==> src/rtl/data_sram_bridge_pkg.sv <==
// Shared types and constants for the data-side SRAM-like bus bridge.
package data_sram_bridge_pkg;

  localparam int unsigned SEL_W = 4;

  typedef enum logic [1:0] {
    IDLE = 2'd0,
    REQ  = 2'd1,
    WAIT = 2'd2,
    DONE = 2'd3
  } state_e;

  localparam logic [1:0] SIZE_B = 2'd0;
  localparam logic [1:0] SIZE_H = 2'd1;
  localparam logic [1:0] SIZE_W = 2'd2;

endpackage

==> src/rtl/data_sram_bridge_sel_to_size.sv <==
// Byte-enable to bus transfer size decoder; shared with the instruction-side bridge.
module data_sram_bridge_sel_to_size
  import data_sram_bridge_pkg::*;
(
  input  logic [SEL_W-1:0] select_i,
  output logic [1:0]       size_o
);

  // Unsupported lane patterns fall back to word size.
  always_comb begin
    size_o = SIZE_W;
    case (select_i)
      4'b1111:                            size_o = SIZE_W;
      4'b0011, 4'b1100:                   size_o = SIZE_H;
      4'b0001, 4'b0010, 4'b0100, 4'b1000: size_o = SIZE_B;
      default:                            size_o = SIZE_W;
    endcase
  end

endmodule

==> src/rtl/data_sram_bridge.sv <==
// Memory-stage to SRAM-like bus bridge: one outstanding transaction, pipeline
// stall until completion, load data held until the memory stage advances.
module data_sram_bridge
  import data_sram_bridge_pkg::*;
#(
  parameter int unsigned ADDR_W = 32,
  parameter int unsigned DATA_W = 32
) (
  input  logic              clk,
  input  logic              rst,
  input  logic              memreadM,
  input  logic              memwriteM,
  input  logic [ADDR_W-1:0] aluoutM,
  input  logic [DATA_W-1:0] writedataM,
  input  logic [SEL_W-1:0]  selectM,
  input  logic              flushM,
  input  logic              advanceM,
  output logic [DATA_W-1:0] readdataM,
  output logic              mem_stall,
  output logic              data_req,
  output logic              data_wr,
  output logic [1:0]        data_size,
  output logic [ADDR_W-1:0] data_addr,
  output logic [DATA_W-1:0] data_wdata,
  input  logic              data_addr_ok,
  input  logic              data_data_ok,
  input  logic [DATA_W-1:0] data_rdata
);

  state_e              state_q, state_d;
  logic                discard_q, discard_d;
  logic                wr_q;
  logic [1:0]          size_q;
  logic [ADDR_W-1:0]   addr_q;
  logic [DATA_W-1:0]   wdata_q;
  logic [DATA_W-1:0]   rdata_q;
  logic                access_c;
  logic                drop_c;
  logic                cur_wr_c;
  logic [1:0]          sel_size_c;

  assign access_c = (memreadM | memwriteM) & ~flushM;
  // A flush arriving in the completion cycle must also drop the result.
  assign drop_c   = discard_q | flushM;
  assign cur_wr_c = (state_q == IDLE) ? memwriteM : wr_q;

  data_sram_bridge_sel_to_size u_sel_to_size (
    .select_i (selectM),
    .size_o   (sel_size_c)
  );

  always_ff @(posedge clk) begin
    if (rst) state_q <= IDLE;
    else     state_q <= state_d;
  end

  always_comb begin
    state_d = state_q;
    case (state_q)
      IDLE: begin
        if (access_c) begin
          if (data_addr_ok && data_data_ok) state_d = DONE;
          else if (data_addr_ok)            state_d = WAIT;
          else                              state_d = REQ;
        end
      end
      REQ: begin
        if (data_addr_ok) begin
          if (data_data_ok) state_d = drop_c ? IDLE : DONE;
          else              state_d = WAIT;
        end
      end
      WAIT: begin
        if (data_data_ok) state_d = drop_c ? IDLE : DONE;
      end
      DONE: begin
        if (advanceM || flushM) state_d = IDLE;
      end
      default: state_d = IDLE;
    endcase
  end

  // IDLE presents the live request; later states replay the latched fields.
  always_comb begin
    data_req   = 1'b0;
    mem_stall  = 1'b0;
    data_wr    = wr_q;
    data_size  = size_q;
    data_addr  = addr_q;
    data_wdata = wdata_q;
    case (state_q)
      IDLE: begin
        data_req   = access_c;
        mem_stall  = access_c;
        data_wr    = memwriteM;
        data_size  = sel_size_c;
        data_addr  = aluoutM;
        data_wdata = writedataM;
      end
      REQ: begin
        data_req  = 1'b1;
        mem_stall = ~discard_q;
      end
      WAIT: begin
        mem_stall = ~discard_q;
      end
      DONE: begin
        mem_stall = 1'b0;
      end
      default: begin
        mem_stall = 1'b0;
      end
    endcase
    if (rst) begin
      data_req  = 1'b0;
      mem_stall = 1'b0;
    end
  end

  assign discard_d = (state_d == IDLE) ? 1'b0 :
                     (((state_q == REQ) || (state_q == WAIT)) && flushM) ? 1'b1 :
                     discard_q;

  always_ff @(posedge clk) begin
    if (rst) begin
      discard_q <= 1'b0;
      wr_q      <= 1'b0;
      size_q    <= SIZE_W;
      addr_q    <= '0;
      wdata_q   <= '0;
      rdata_q   <= '0;
    end else begin
      discard_q <= discard_d;
      if ((state_q == IDLE) && access_c) begin
        wr_q    <= memwriteM;
        size_q  <= sel_size_c;
        addr_q  <= aluoutM;
        wdata_q <= writedataM;
      end
      if ((state_d == DONE) && (state_q != DONE) && !cur_wr_c) begin
        rdata_q <= data_rdata;
      end
    end
  end

  assign readdataM = rdata_q;

endmodule

==> config.mk <==
export PLATFORM = sky130hd
export DESIGN_NAME = data_sram_bridge
export DESIGN_NICKNAME = d
export VERILOG_FILES = /design/src/rtl/data_sram_bridge_pkg.sv /design/src/rtl/data_sram_bridge_sel_to_size.sv /design/src/rtl/data_sram_bridge.sv
export SDC_FILE = /design/constraint.sdc
export NUM_CORES = 1
export LEC_CHECK = 0
export BUFFER_PORTS_ARGS = -buffer_cell sky130_fd_sc_hd__clkbuf_2
export CORE_MARGIN = 2
export CORE_UTILIZATION = 45
export DETAILED_ROUTE_END_ITERATION = 10
export MAX_ROUTING_LAYER = met4
export PLACE_DENSITY_LB_ADDON = 0.12
export SYNTH_ARGS = -nofsm -noshare
export SYNTH_HDL_FRONTEND = slang
export SYNTH_SLANG_ARGS = --single-unit
==> constraint.sdc <==
create_clock -name clk -period 3.3 [get_ports clk]
set_input_delay 0.165 -clock clk [delete_from_list [all_inputs] [get_ports clk]]
set_output_delay 0.165 -clock clk [all_outputs]
set_load 0.02 [all_outputs]
==> run metrics, run 1 <==
initial antenna violation count 0; Clock transition at path regs 100 ps; Core ar. 10700 µm²; DP Wirelength 8.49 mm; WP data required 3130 ps; min-delay src aluoutM[29]; antenna-violating nets left 0; M2 GR Usage 33.1%; Max clock buf depth 2; Die Footprint 11700 µm²; CP Buf/Inv Count 2; via count 4367; Final min period 2670 ps; Post-Syn Area 4900 µm²; residual DRC count 0; Die Y 108 µm; number of max-cap violations 0; die width 108 µm; setup_tns 0 ps; post-CTS setup buffer count 0; Antenna diodes 0; Mapped Nets 664; Largest stage delay, worst path 560 ps; layer with the highest usage met2; Initial DRC Count 240; Crit Path Category flip-flop to primary output; Mapped Cells 552; CP endpoint kind primary output; #FFs+latches synth 102; most common cell after layout, fill and taps aside clkbuf_2; first-pass GRT wire length 18.3 mm; area of the multi-input gates 2650 µm²; Worst-Margin Slew 902 ps; Area Overhead vs Synth 26.6%; Lkg Pwr 2.74 nW; # fillers 1025; worst-path maximum fanout 47; Max Fclk 375 MHz; Core Rows 38; Hold Fails Final Rpt 0; status complete, no violations; CTS Buf Count 9; hold_buf cts 0; vias per cell 4.95; Seq/Total Area, Yosys 41.7%; post-route clock skew 14.9 ps; Routed WL 12.0 mm; fin nets 849; number of global-route vias before repair 4039; initial core utilization 45.6%; H-tree levels 3; CP arrival 2500 ps; Setup crit start state_q[0]; syn avg cell area 8.87 µm²; Pins Over Slew Limit 0; cells resized by post-CTS repair 0; post-DR wirelength/cell 13.6 µm; GR Layer Usage met1 23.8%; CTS tree built; Reg-to-Reg Start state_q[0]; clk root buf clkbuf_8; power density over the cells 883 nW/µm²; most frequent CP cell nor2_1; met3 usage 6.03%; total power draw 5.47 mW; CP Cell Sequence inv_1 -> ha_4 -> and2b_1 -> o21a_2 -> nor2_1 -> nor2_1 -> clkbuf_2; critical path's top delay family adder cells; crit path launch type flip-flop; yosys warns 0; gpl congestion 0.818; total track usage 19.9%; I/O pins 209; Seq. cell area 2040 µm²; RSZ-0062 raised after global routing no; Pre-Repair DR Iteration Count 4; port bufs 208; final setup vio count 0; largest net degree at the start of global routing 109; library cells used by synthesis 35; Skew-Pair Late Insertion Delay 360 ps; Slew headroom 39.9%; crit share post-route 80.9%; Non-Filler Instances 882; layout cells sized above 1 40.8%; Worst Hold Class primary input to flip-flop; Peak VDD IR 0.397 mV; Cells after DPL 866; critical path's slowest cell ha_4; most frequent cells in the layout 207 x clkbuf_2, 132 x nand2_1, 102 x dfxtp_1; clk sinks 102; GRT overflow 0
[cells in the mapped netlist]
library cell / instances / share of area [%]
nand2_1: 132 / 10
dfxtp_1: 102 / 42
a21oi_1: 68 / 6.9
mux2_2: 66 / 15
nand2b_1: 65 / 8.3
mux2i_1: 34 / 6.9
clkbuf_1: 19 / 1.5
buf_2: 12 / 1.2
nor2_1: 10 / 0.77
buf_1: 6 / 0.46
ha_1: 4 / 1.0
and2b_1: 3 / 0.46
buf_12: 3 / 1.2
o21ai_0: 3 / 0.31
a31oi_1: 2 / 0.26
and3_1: 2 / 0.26
inv_1: 2 / 0.15
nor2b_1: 2 / 0.26
a211oi_1: 1 / 0.15
a22oi_1: 1 / 0.15
a22oi_2: 1 / 0.26
a2bb2oi_1: 1 / 0.18
a32oi_1: 1 / 0.18
and4bb_1: 1 / 0.26
buf_6: 1 / 0.23
nand3b_1: 1 / 0.15
nor3_1: 1 / 0.10
nor3b_1: 1 / 0.15
o21a_1: 1 / 0.15
o21ai_1: 1 / 0.10
o21bai_2: 1 / 0.23
o2bb2ai_1: 1 / 0.18
or2b_1: 1 / 0.15
or3b_2: 1 / 0.18
xnor2_1: 1 / 0.18
[report_power, final]
| part | total [mW] | internal (mW) | switching (mW) |
|---|---|---|---|
| logic | 3.05 | 1.27 | 1.77 |
| clock network | 0.815 | 0.381 | 0.434 |
| registers | 1.61 | 1.48 | 0.138 |
| total | 5.47 | 3.13 | 2.35 |
[logic make-up after synthesis]
kind of cell    after synthesis  synth area share [%]
flops                       102                  41.7
compound gates               82                  9.09
fa+ha+maj                     4                  1.02
mux                         100                  22.1
simple gates                220                  21.1
xor+xnor                      1                 0.179
buf+inv                      43                  4.75
[state kept, by name, summed over array words and instances (netlist names)]
name	cells
addr_q	32
discard_q	1
readdataM	32
size_q	2
state_q	2
wdata_q	32
wr_q	1
[per-layer routing]
metal  vias up  part of all wire, %
met2       144                   48
met3         9                  7.6
met4         0                 0.89
li1       2203                    -
met5         -                    0
met1      2011                   44
[metrics by stage]
step / area, µm² / util [%] / worst slack (ps) / hold slack, ps
detailed placement: 6000 / 55.8 / 918 / 406
global route: 6200 / 57.7 / 421 / 8.23
CTS: 6200 / 57.7 / 578 / 10.2
finish: 6200 / 57.7 / 632 / 25.0
global placement: 6000 / 55.8 / 966 / 398
floorplan: 4900 / - / 1310 / 301
[path summary, 6_finish.rpt]
kind / to / slack (ps) / cells past startpoint
setup / recovery: data_req / 630 / 7
hold / removal: addr_q[29] / 20 / 3
hold reg to reg: wdata_q[14] / 460 / 2
setup reg to reg: wdata_q[29] / 880 / 7
[layout make-up]
type	instances	area share [%]
sequential	102	32.9
inverter	2	0.121
clock inverter	5	1.03
multi-input combinational	407	42.7
clock buffer	11	2.28
timing repair buffer	215	18.1
tap	140	2.82
[worst min-delay path, delay by kind of cell]
family	cells	cell delay, ps
simple gates	1	50
compound gates	1	50
buf+inv	1	90
No activity file was read; power rests on OpenSTA's default activity.
==> run 2: changes to the inputs <==
- CORE_UTILIZATION: 45 -> 43
- clock period: 3.3 -> 2.2 ns (I/O delays scaled with it)
==> run metrics, run 2 (synthesis gave the netlist of run 1 again) <==
status complete, no violations; CTS Buf Count 9; total power draw 8.85 mW; NetSw 3.65 mW; layout cells sized above 1 39.1%; Antenna diodes 0; fin area 6970 µm²; crit share post-route 96.0%; antenna-violating nets left 0; residual DRC count 0; Setup WS pre-CTS 43.4 ps; Skew-Pair Late Insertion Delay 340 ps; Die Y 111 µm; total track usage 21.7%; Worst-Margin Slew 728 ps; Max Fclk 473 MHz; CTS tree built; GRT overflow 0; Cells after DPL 873; Initial DRC Count 234; final setup vio count 0; Worst Hold Class primary input to flip-flop; Reg2Reg Setup Slack 180 ps; setup ws final 87.6 ps; Sequential Power Share 27.6%; die width 111 µm; largest net degree at the start of global routing 87; initial antenna violation count 0; hold slack 10.3 ps; Final min period 2110 ps; Pre-Repair DR Iteration Count 5; first-pass GRT wire length 21.6 mm; number of global-route vias before repair 4650; number of max-cap violations 0; RSZ-0062 raised after global routing no; Clock transition at path regs 70 ps; Area Overhead vs Synth 42.2%; clk sinks 102; Pins Over Slew Limit 0; post-DR wirelength/cell 14.0 µm; I/O pins 209; vias per cell 4.93; CP arrival 2000 ps; Max clock buf depth 2; most frequent cells in the layout 206 x clkbuf_2, 132 x nand2_1, 100 x dfxtp_1; port bufs 208; Logic pwr share 56.0%; Core Rows 38; H-tree levels 3; Slew headroom 51.3%; most common cell after layout, fill and taps aside clkbuf_2; Lkg Pwr 3.07 nW; initial core utilization 44.6%; Hold Fails Final Rpt 0; CP endpoint kind primary output; post-route clock skew 5.75 ps; Peak VDD IR 0.631 mV; via count 4675; area of the multi-input gates 2670 µm²; cell internal pwr 5.20 mW; Non-Filler Instances 948; Core ar. 11000 µm²; gpl congestion 0.843; Clock Power Share 16.5%; DP Wirelength 8.94 mm; Crit Path Category flip-flop to primary output; Routed WL 13.2 mm; worst-path maximum fanout 30; clk root buf clkbuf_16; WP data required 2090 ps; switching share of total power 41.2%; Die Footprint 12300 µm²; Seq. cell area 2050 µm²; fin nets 915; crit path launch type flip-flop; # fillers 939; power density over the cells 1270 nW/µm²; Placement Cell Area 6070 µm²
## run 2: changes by cell type in the layout (fill, tap and decap cells not counted), sizes merged, moves of 3 or more
cell         delta
dlygate4sd3    +54
clkbuf          +4
inv             -3
buf            +12
## run 2: worst max-delay path, stage by stage, from the launching register on
cell and delay, ps:
dfxtp_4 360, inv_1 110, ha_4 220, buf_4 390, mux2_2 400, clkbuf_2 160
## run 2: area by class of cell
cell class / count / share of cell area [%]
timing repair buffer: 281 / 25.8
clock buffer: 15 / 3.70
inverter: 2 / 0.108
clock inverter: 1 / 0.0718
sequential: 102 / 29.4
tap: 140 / 2.51
multi-input combinational: 407 / 38.4
## run 2: worst paths after layout
kind / from / end / cells after the start
setup / recovery: state_q[1] / data_addr[7] / 5
hold / removal: data_rdata[10] / readdataM[10] / 3
setup reg to reg: state_q[1] / readdataM[30] / 8
hold reg to reg: wdata_q[30] / wdata_q[30] / 2
## run 2: power by group through the flow
| stage | registers, mW | clock network [mW] | logic (mW) |
|---|---|---|---|
| 2_1_floorplan | 2.60 | 0 | 3.27 |
| 3_3_place_gp | 2.44 | 0 | 4.68 |
| 3_5_place_dp | 2.46 | 0 | 4.72 |
| 4_1_cts | 2.43 | 1.50 | 4.82 |
| 5_1_grt | 2.49 | 1.57 | 5.33 |
| 6_report | 2.44 | 1.46 | 4.95 |
## run 2: stage by stage
| step | setup TNS, ps | utilization [%] |
|---|---|---|
| after floorplan | 0 | - |
| after global placement | 0 | 55.3 |
| after detailed placement | 0 | 55.3 |
| after CTS | -78.5 | 62.7 |
| after global routing | 0 | 63.4 |
| final | 0 | 63.4 |
## run 2: metal layers
layer  vias up  GRT usage (%)  share of wire [%]
met1      2164           25.3                 44
met5         -              -                  0
met2       152           36.1                 49
met4         0           8.42                2.0
li1       2336              -                  -
met3        23           5.25                5.7
## run 2: repair_timing
item / 4_1_cts / 5_1_grt
endpoints found under the hold margin: 54 / 0
setup buffers: 0 / 4
cloned: 0 / 1
hold buffers: 54 / 0
resized for setup: 3 / 8
pin swaps: 0 / 1
endpoints found under the setup margin: 32 / 64
